**src/rtl/sweep_ctrl8b.sv**
```systemverilog
// Sequencer for a free-running up/down counter: steers dir/reset so the count traces
// lo->hi->lo triangles for n sweeps, then parks it at 0, faulting on any divergence.
module sweep_ctrl8b #(
   parameter int WIDTH   = 8,
   parameter int SWEEP_W = 8
) (
   input  logic               clk,
   input  logic               reset,
   input  logic               start,
   input  logic               stop,
   input  logic [WIDTH-1:0]   lo,
   input  logic [WIDTH-1:0]   hi,
   input  logic [SWEEP_W-1:0] n_sweeps,
   input  logic [WIDTH-1:0]   cnt_value,
   output logic               cnt_rst,
   output logic               cnt_dir,
   output logic               busy,
   output logic [SWEEP_W-1:0] sweep_cnt,
   output logic               done,
   output logic               aborted,
   output logic               cfg_err,
   output logic               fault
);

   typedef enum logic [1:0] {
      IDLE = 2'd0,
      SEEK = 2'd1,
      UP   = 2'd2,
      DOWN = 2'd3
   } state_t;

   localparam logic [WIDTH-1:0]   ONE_W = WIDTH'(32'd1);
   localparam logic [WIDTH:0]     TWO_X = (WIDTH+1)'(32'd2);
   localparam logic [SWEEP_W-1:0] ONE_S = SWEEP_W'(32'd1);

   state_t             state_r, state_s;
   logic [WIDTH-1:0]   lo_r, hi_r, exp_r, lo_s, hi_s, exp_s;
   logic [SWEEP_W-1:0] n_r, n_s, sweep_s, sweep_inc_s;
   logic               rst_s, dir_s, done_s, aborted_s, cfg_err_s, fault_s, cfg_ok_s;

   // Next-state and next-output logic; stop and fault override the per-state decisions.
   always_comb begin
      state_s     = state_r;
      lo_s        = lo_r;
      hi_s        = hi_r;
      n_s         = n_r;
      exp_s       = exp_r;
      sweep_s     = sweep_cnt;
      rst_s       = cnt_rst;
      dir_s       = cnt_dir;
      done_s      = 1'b0;
      aborted_s   = 1'b0;
      cfg_err_s   = 1'b0;
      fault_s     = fault;
      sweep_inc_s = sweep_cnt + ONE_S;
      // Compare one bit wider so lo+2 cannot wrap past hi.
      cfg_ok_s    = ({1'b0, hi} >= ({1'b0, lo} + TWO_X)) && (n_sweeps != '0);

      case (state_r)
         IDLE: begin
            rst_s = 1'b1;
            dir_s = 1'b1;
            if (start) begin
               if (cfg_ok_s) begin
                  lo_s    = lo;
                  hi_s    = hi;
                  n_s     = n_sweeps;
                  exp_s   = '0;
                  sweep_s = '0;
                  fault_s = 1'b0;
                  rst_s   = 1'b0;
                  state_s = (lo == '0) ? UP : SEEK;
               end else begin
                  cfg_err_s = 1'b1;
               end
            end else begin
               state_s = IDLE;
            end
         end
         SEEK: begin
            if (cnt_value == lo_r - ONE_W) begin
               state_s = UP;
            end else begin
               state_s = SEEK;
            end
         end
         UP: begin
            // Turn one count early so the registered dir lands the peak on hi.
            if (cnt_value == hi_r - ONE_W) begin
               dir_s   = 1'b0;
               state_s = DOWN;
            end else begin
               state_s = UP;
            end
         end
         DOWN: begin
            if (cnt_value == lo_r + ONE_W) begin
               sweep_s = sweep_inc_s;
               if (sweep_inc_s == n_r) begin
                  done_s  = 1'b1;
                  rst_s   = 1'b1;
                  state_s = IDLE;
               end else begin
                  state_s = UP;
               end
               dir_s = 1'b1;
            end else begin
               state_s = DOWN;
            end
         end
         default: begin
            state_s = IDLE;
            rst_s   = 1'b1;
            dir_s   = 1'b1;
         end
      endcase

      if (state_r != IDLE) begin
         // The counter moves by the dir it saw at this edge.
         exp_s = cnt_dir ? (exp_r + ONE_W) : (exp_r - ONE_W);
         if (stop) begin
            aborted_s = 1'b1;
            done_s    = 1'b0;
            sweep_s   = sweep_cnt;
            rst_s     = 1'b1;
            dir_s     = 1'b1;
            state_s   = IDLE;
         end else if (cnt_value != exp_r) begin
            fault_s   = 1'b1;
            done_s    = 1'b0;
            sweep_s   = sweep_cnt;
            rst_s     = 1'b1;
            dir_s     = 1'b1;
            state_s   = IDLE;
         end else begin
            fault_s   = fault;
         end
      end else begin
         exp_s = exp_s;
      end
   end

   // State and output registers with synchronous reset.
   always_ff @(posedge clk) begin
      if (reset) begin
         state_r   <= IDLE;
         lo_r      <= '0;
         hi_r      <= '0;
         n_r       <= '0;
         exp_r     <= '0;
         sweep_cnt <= '0;
         cnt_rst   <= 1'b1;
         cnt_dir   <= 1'b1;
         busy      <= 1'b0;
         done      <= 1'b0;
         aborted   <= 1'b0;
         cfg_err   <= 1'b0;
         fault     <= 1'b0;
      end else begin
         state_r   <= state_s;
         lo_r      <= lo_s;
         hi_r      <= hi_s;
         n_r       <= n_s;
         exp_r     <= exp_s;
         sweep_cnt <= sweep_s;
         cnt_rst   <= rst_s;
         cnt_dir   <= dir_s;
         busy      <= (state_s != IDLE);
         done      <= done_s;
         aborted   <= aborted_s;
         cfg_err   <= cfg_err_s;
         fault     <= fault_s;
      end
   end

endmodule

```
**config.mk**
```make
export PLATFORM = sky130hd
export DESIGN_NAME = sweep_ctrl8b
export DESIGN_NICKNAME = d
export VERILOG_FILES = /design/src/rtl/sweep_ctrl8b.sv
export SDC_FILE = /design/constraint.sdc
export NUM_CORES = 1
export LEC_CHECK = 0
export CORE_MARGIN = 2
export CORE_UTILIZATION = 60
export CTS_CLUSTER_SIZE = 24
export DETAILED_ROUTE_END_ITERATION = 7
export PLACE_DENSITY = 0.95
export SLEW_MARGIN = 30
export SYNTH_ARGS = -nofsm -noshare
export SYNTH_HDL_FRONTEND = slang
export SYNTH_SLANG_ARGS = --single-unit
```
**constraint.sdc**
```tcl
create_clock -name clk -period 4.7 [get_ports clk]
set_clock_uncertainty 0.15 [all_clocks]
set_input_delay 0.94 -clock clk [delete_from_list [all_inputs] [get_ports clk]]
set_output_delay 0.94 -clock clk [all_outputs]
set_load 0.01 [all_outputs]
```
==> flow_summary.yaml <==
clock_network:
  cts_buffers: 5
  cts_resized: 0
  cts_root_buf: "clkbuf_8"
  cts_hold_buf: 0
  htree_levels: 2
  tritoncts: "done"
  post_cts_buffers: 0
  clkTransAtPathRegs_ns: 0.09
  clk-insertion-delay-late_ns: 0.30
  clk_path_buf_depth: 2
  cts.sinks: 49
power:
  irDropWorstVdd_uv: 148
  leakage_nw: 1.59
  power.density_nw_per_um2: 246
worst_setup_path:
  arrival_ns: 4.29
  slowest_stage: "clkdlybuf4s50_1"
  rrSetupSlack_ns: 1.42
  cp_max_fo: 7
  start_kind: "primary input"
  worstPathRequired_ns: 4.78
  end_kind: "flop"
  r2r-start: "lo_r[0]"
  crit_end: "sweep_cnt[7]"
  criticalPathCategory: "in2reg"
  r2r.worst_path.cells: 9
  cp_cell_sequence: "clkdlybuf4s50_1, ha_1, nand3_1, xor2_1, ha_1, nand4_1, nor2_1, a21oi_1, o31ai_1, nand4_2, or4_1, a21oi_1"
  critPathMaxStageDelay_ns: 0.63
  startpoint: "lo[1]"
  timing.rr.end: "busy"
timing:
  timing.final.crit_share_pct: 89.6
  period_minus_slack_ns: 4.21
  relSlewSlack_pct: 47.6
  hold_viol_final: 0
  worst_hold_slack_ns: 0.322
  rsz0062_at_grt: "false"
  final_max_slew_viol_count: 0
  max_slew.worst_pin.slew_ns: 0.766
  fmax_ghz: 0.238
  finalSetupTns_ns: 0
  setup_viol: 0
synth:
  synthMuxAreaShare_pct: 7.25
  yosysWarnings: 0
  synthAdderAreaFrac_pct: 8.57
  ys_ff_latch: 49
  synth_area_sq_um: 3590
  synth_simple_gate_area_share_pct: 22.9
  async_reset_ff_share_pct: 0
  yosysSeqAreaShare_pct: 27.3
  synth_fp_nets: 492
  synth-edff-count: 0
  syn_inst: 432
  ys_types: 64
  synth_top_family_by_area: "simple AND/OR/NAND/NOR gates"
  synth.avg_cell_area_sq_um: 8.31
  synth_compound_area_share_pct: 17.5
  synth_xor_area_share_pct: 11.6
  synth_ff_type: "dfxtp_1"
finish:
  nFillCells: 415
  area_growth_pct: 17.9
  final_cell_mix: "nor2_1 (53), clkdlybuf4s50_1 (50), dfxtp_1 (49)"
  layout_commonest_cell: "nor2_1"
  fin_nets: 532
  antenna_cells: 0
  drive_gt1_share_pct: 4.87
routing:
  vias: 3520
  drc: 0
  antenna_left: 0
  wl_per_cell_microns: 18.2
  drt_pass1_iterations: 7
  drtIter0Drc: 366
  viasPerCell: 6.44
  wirelength_microns: 9970
floorplanning:
  num_io_pins: 51
  initial_core_util_pct: 61.4
  coreArea_sq_um: 5850
  die_y_microns: 81.4
  die_x_microns: 81.4
  rows: 28
  dieArea_sq_um: 6620
placed_design:
  dp_hpwl_microns: 7010
  portBuffers: 50
  routabilityCongestion: 0.890
global_routing:
  grt_max_degree: 47
  grt_pass1_vias: 3303
  grt_pass1_wl_microns: 15700
  grtUsageTotal_pct: 30.8
  antenna_found_initial: 0
  grt_overflow_total: 0
job:
  drv_cap: 0
status:
  status: "finished, final reports clean"
min_path:
  min_from: "cnt_rst"
  hold_class: "reg2reg"
[how the worst min path moves through the flow]
stage               cells after the start  slack (ns)      end
finish                                  2        0.32  cnt_rst
global placement                        2        0.32  cnt_rst
floorplan                               2        0.33   n_r[3]
detailed placement                      2        0.31  cnt_rst
global route                            2        0.37  cnt_rst
CTS                                     2        0.33  cnt_rst
[synth_stat cells (3+ instances only)]
library cell,count,share of area (%)
nor2_1,53,5.5
a21o_1,3,0.63
and2_1,5,0.87
nor2b_1,4,0.70
a22oi_1,4,0.84
a2111oi_0,3,0.73
or3_1,6,1.0
nand3_1,14,2.0
xnor2_1,26,6.3
nand4_1,5,0.87
o21ai_0,13,1.8
ha_1,23,8.0
dfxtp_1,49,27
nand2_1,15,1.6
clkbuf_1,13,1.4
buf_2,6,0.84
mux2i_1,26,7.2
a21oi_1,26,3.6
a211oi_1,3,0.63
xor2_1,18,4.4
o21a_1,3,0.63
or4_1,3,0.63
and3_1,4,0.70
a221oi_1,4,0.98
inv_1,22,2.3
nor3_1,11,1.5
o2111ai_1,3,0.73
nand2b_1,6,1.0
nor4_1,9,1.6
nand3b_1,3,0.63
[kinds of logic (layout without fill, tap and decap cells)]
| family | after synthesis | after routing |
|---|---|---|
| and+or+nand+nor | 155 | 155 |
| AOI/OAI and AO/OA | 89 | 89 |
| DFF | 49 | 49 |
| xor gates and xnor gates | 46 | 46 |
| buffers and inverters | 43 | 83 |
| muxes | 26 | 26 |
| adders and majority gates | 24 | 24 |
[layer usage]
metal	routed length [microns]	up-vias	global-route usage [%]	share of wire (%)
met5	0	-	0	0
met4	399	0	13.7	4.0
met3	881	51	5.78	8.8
met2	4670	223	51.4	47
met1	4010	1620	38.4	40
li1	-	1626	-	-
[area by class of cell]
class	instances	area, sq um	share of cell area [%]
flip-flops and latches	49	981	23.2
inverters	22	82.6	1.95
well taps	75	93.8	2.22
multi-input cells	340	2440	57.7
clock buffers	5	68.8	1.63
clock inverters	2	35.0	0.827
repair buffers	54	531	12.5
[power breakdown]
group          internal [W]  switching (W)  total [W]
clock              0.000155       0.000144   0.000299
combinational      0.000131       0.000150   0.000282
sequential         0.000434      0.0000282   0.000462
total              0.000720       0.000323    0.00104
[sequential cells by signal, summed over array words and instances (netlist names)]
register / count
fault: 1
hi_r: 8
cnt_rst: 1
aborted: 1
lo_r: 8
sweep_cnt: 8
done: 1
busy: 1
cfg_err: 1
n_r: 8
exp_r: 8
state_r: 2
cnt_dir: 1
[stage by stage]
stage	total power (W)	worst slack [ns]	util (%)	cell area [sq um]	instances
6_report	0.00104	0.490	72.4	4230	547
3_5_place_dp	0.000738	0.354	70.6	4130	540
5_1_grt	0.00109	0.305	72.4	4230	547
3_3_place_gp	0.000725	0.522	70.6	4130	540
2_1_floorplan	0.000647	1.36	-	3590	432
4_1_cts	0.00104	0.540	72.4	4230	547
[worst max-delay path: cells and delay by family]
family	cells	cell delay, ns
AND/OR/NAND/NOR	5	1.10
buffers and inverters	1	0.63
AO/OA/AOI/OAI	3	0.90
adder cells (fa/ha/maj)	2	0.56
XOR/XNOR	1	0.16
No activity file was read; power rests on OpenSTA's default activity.
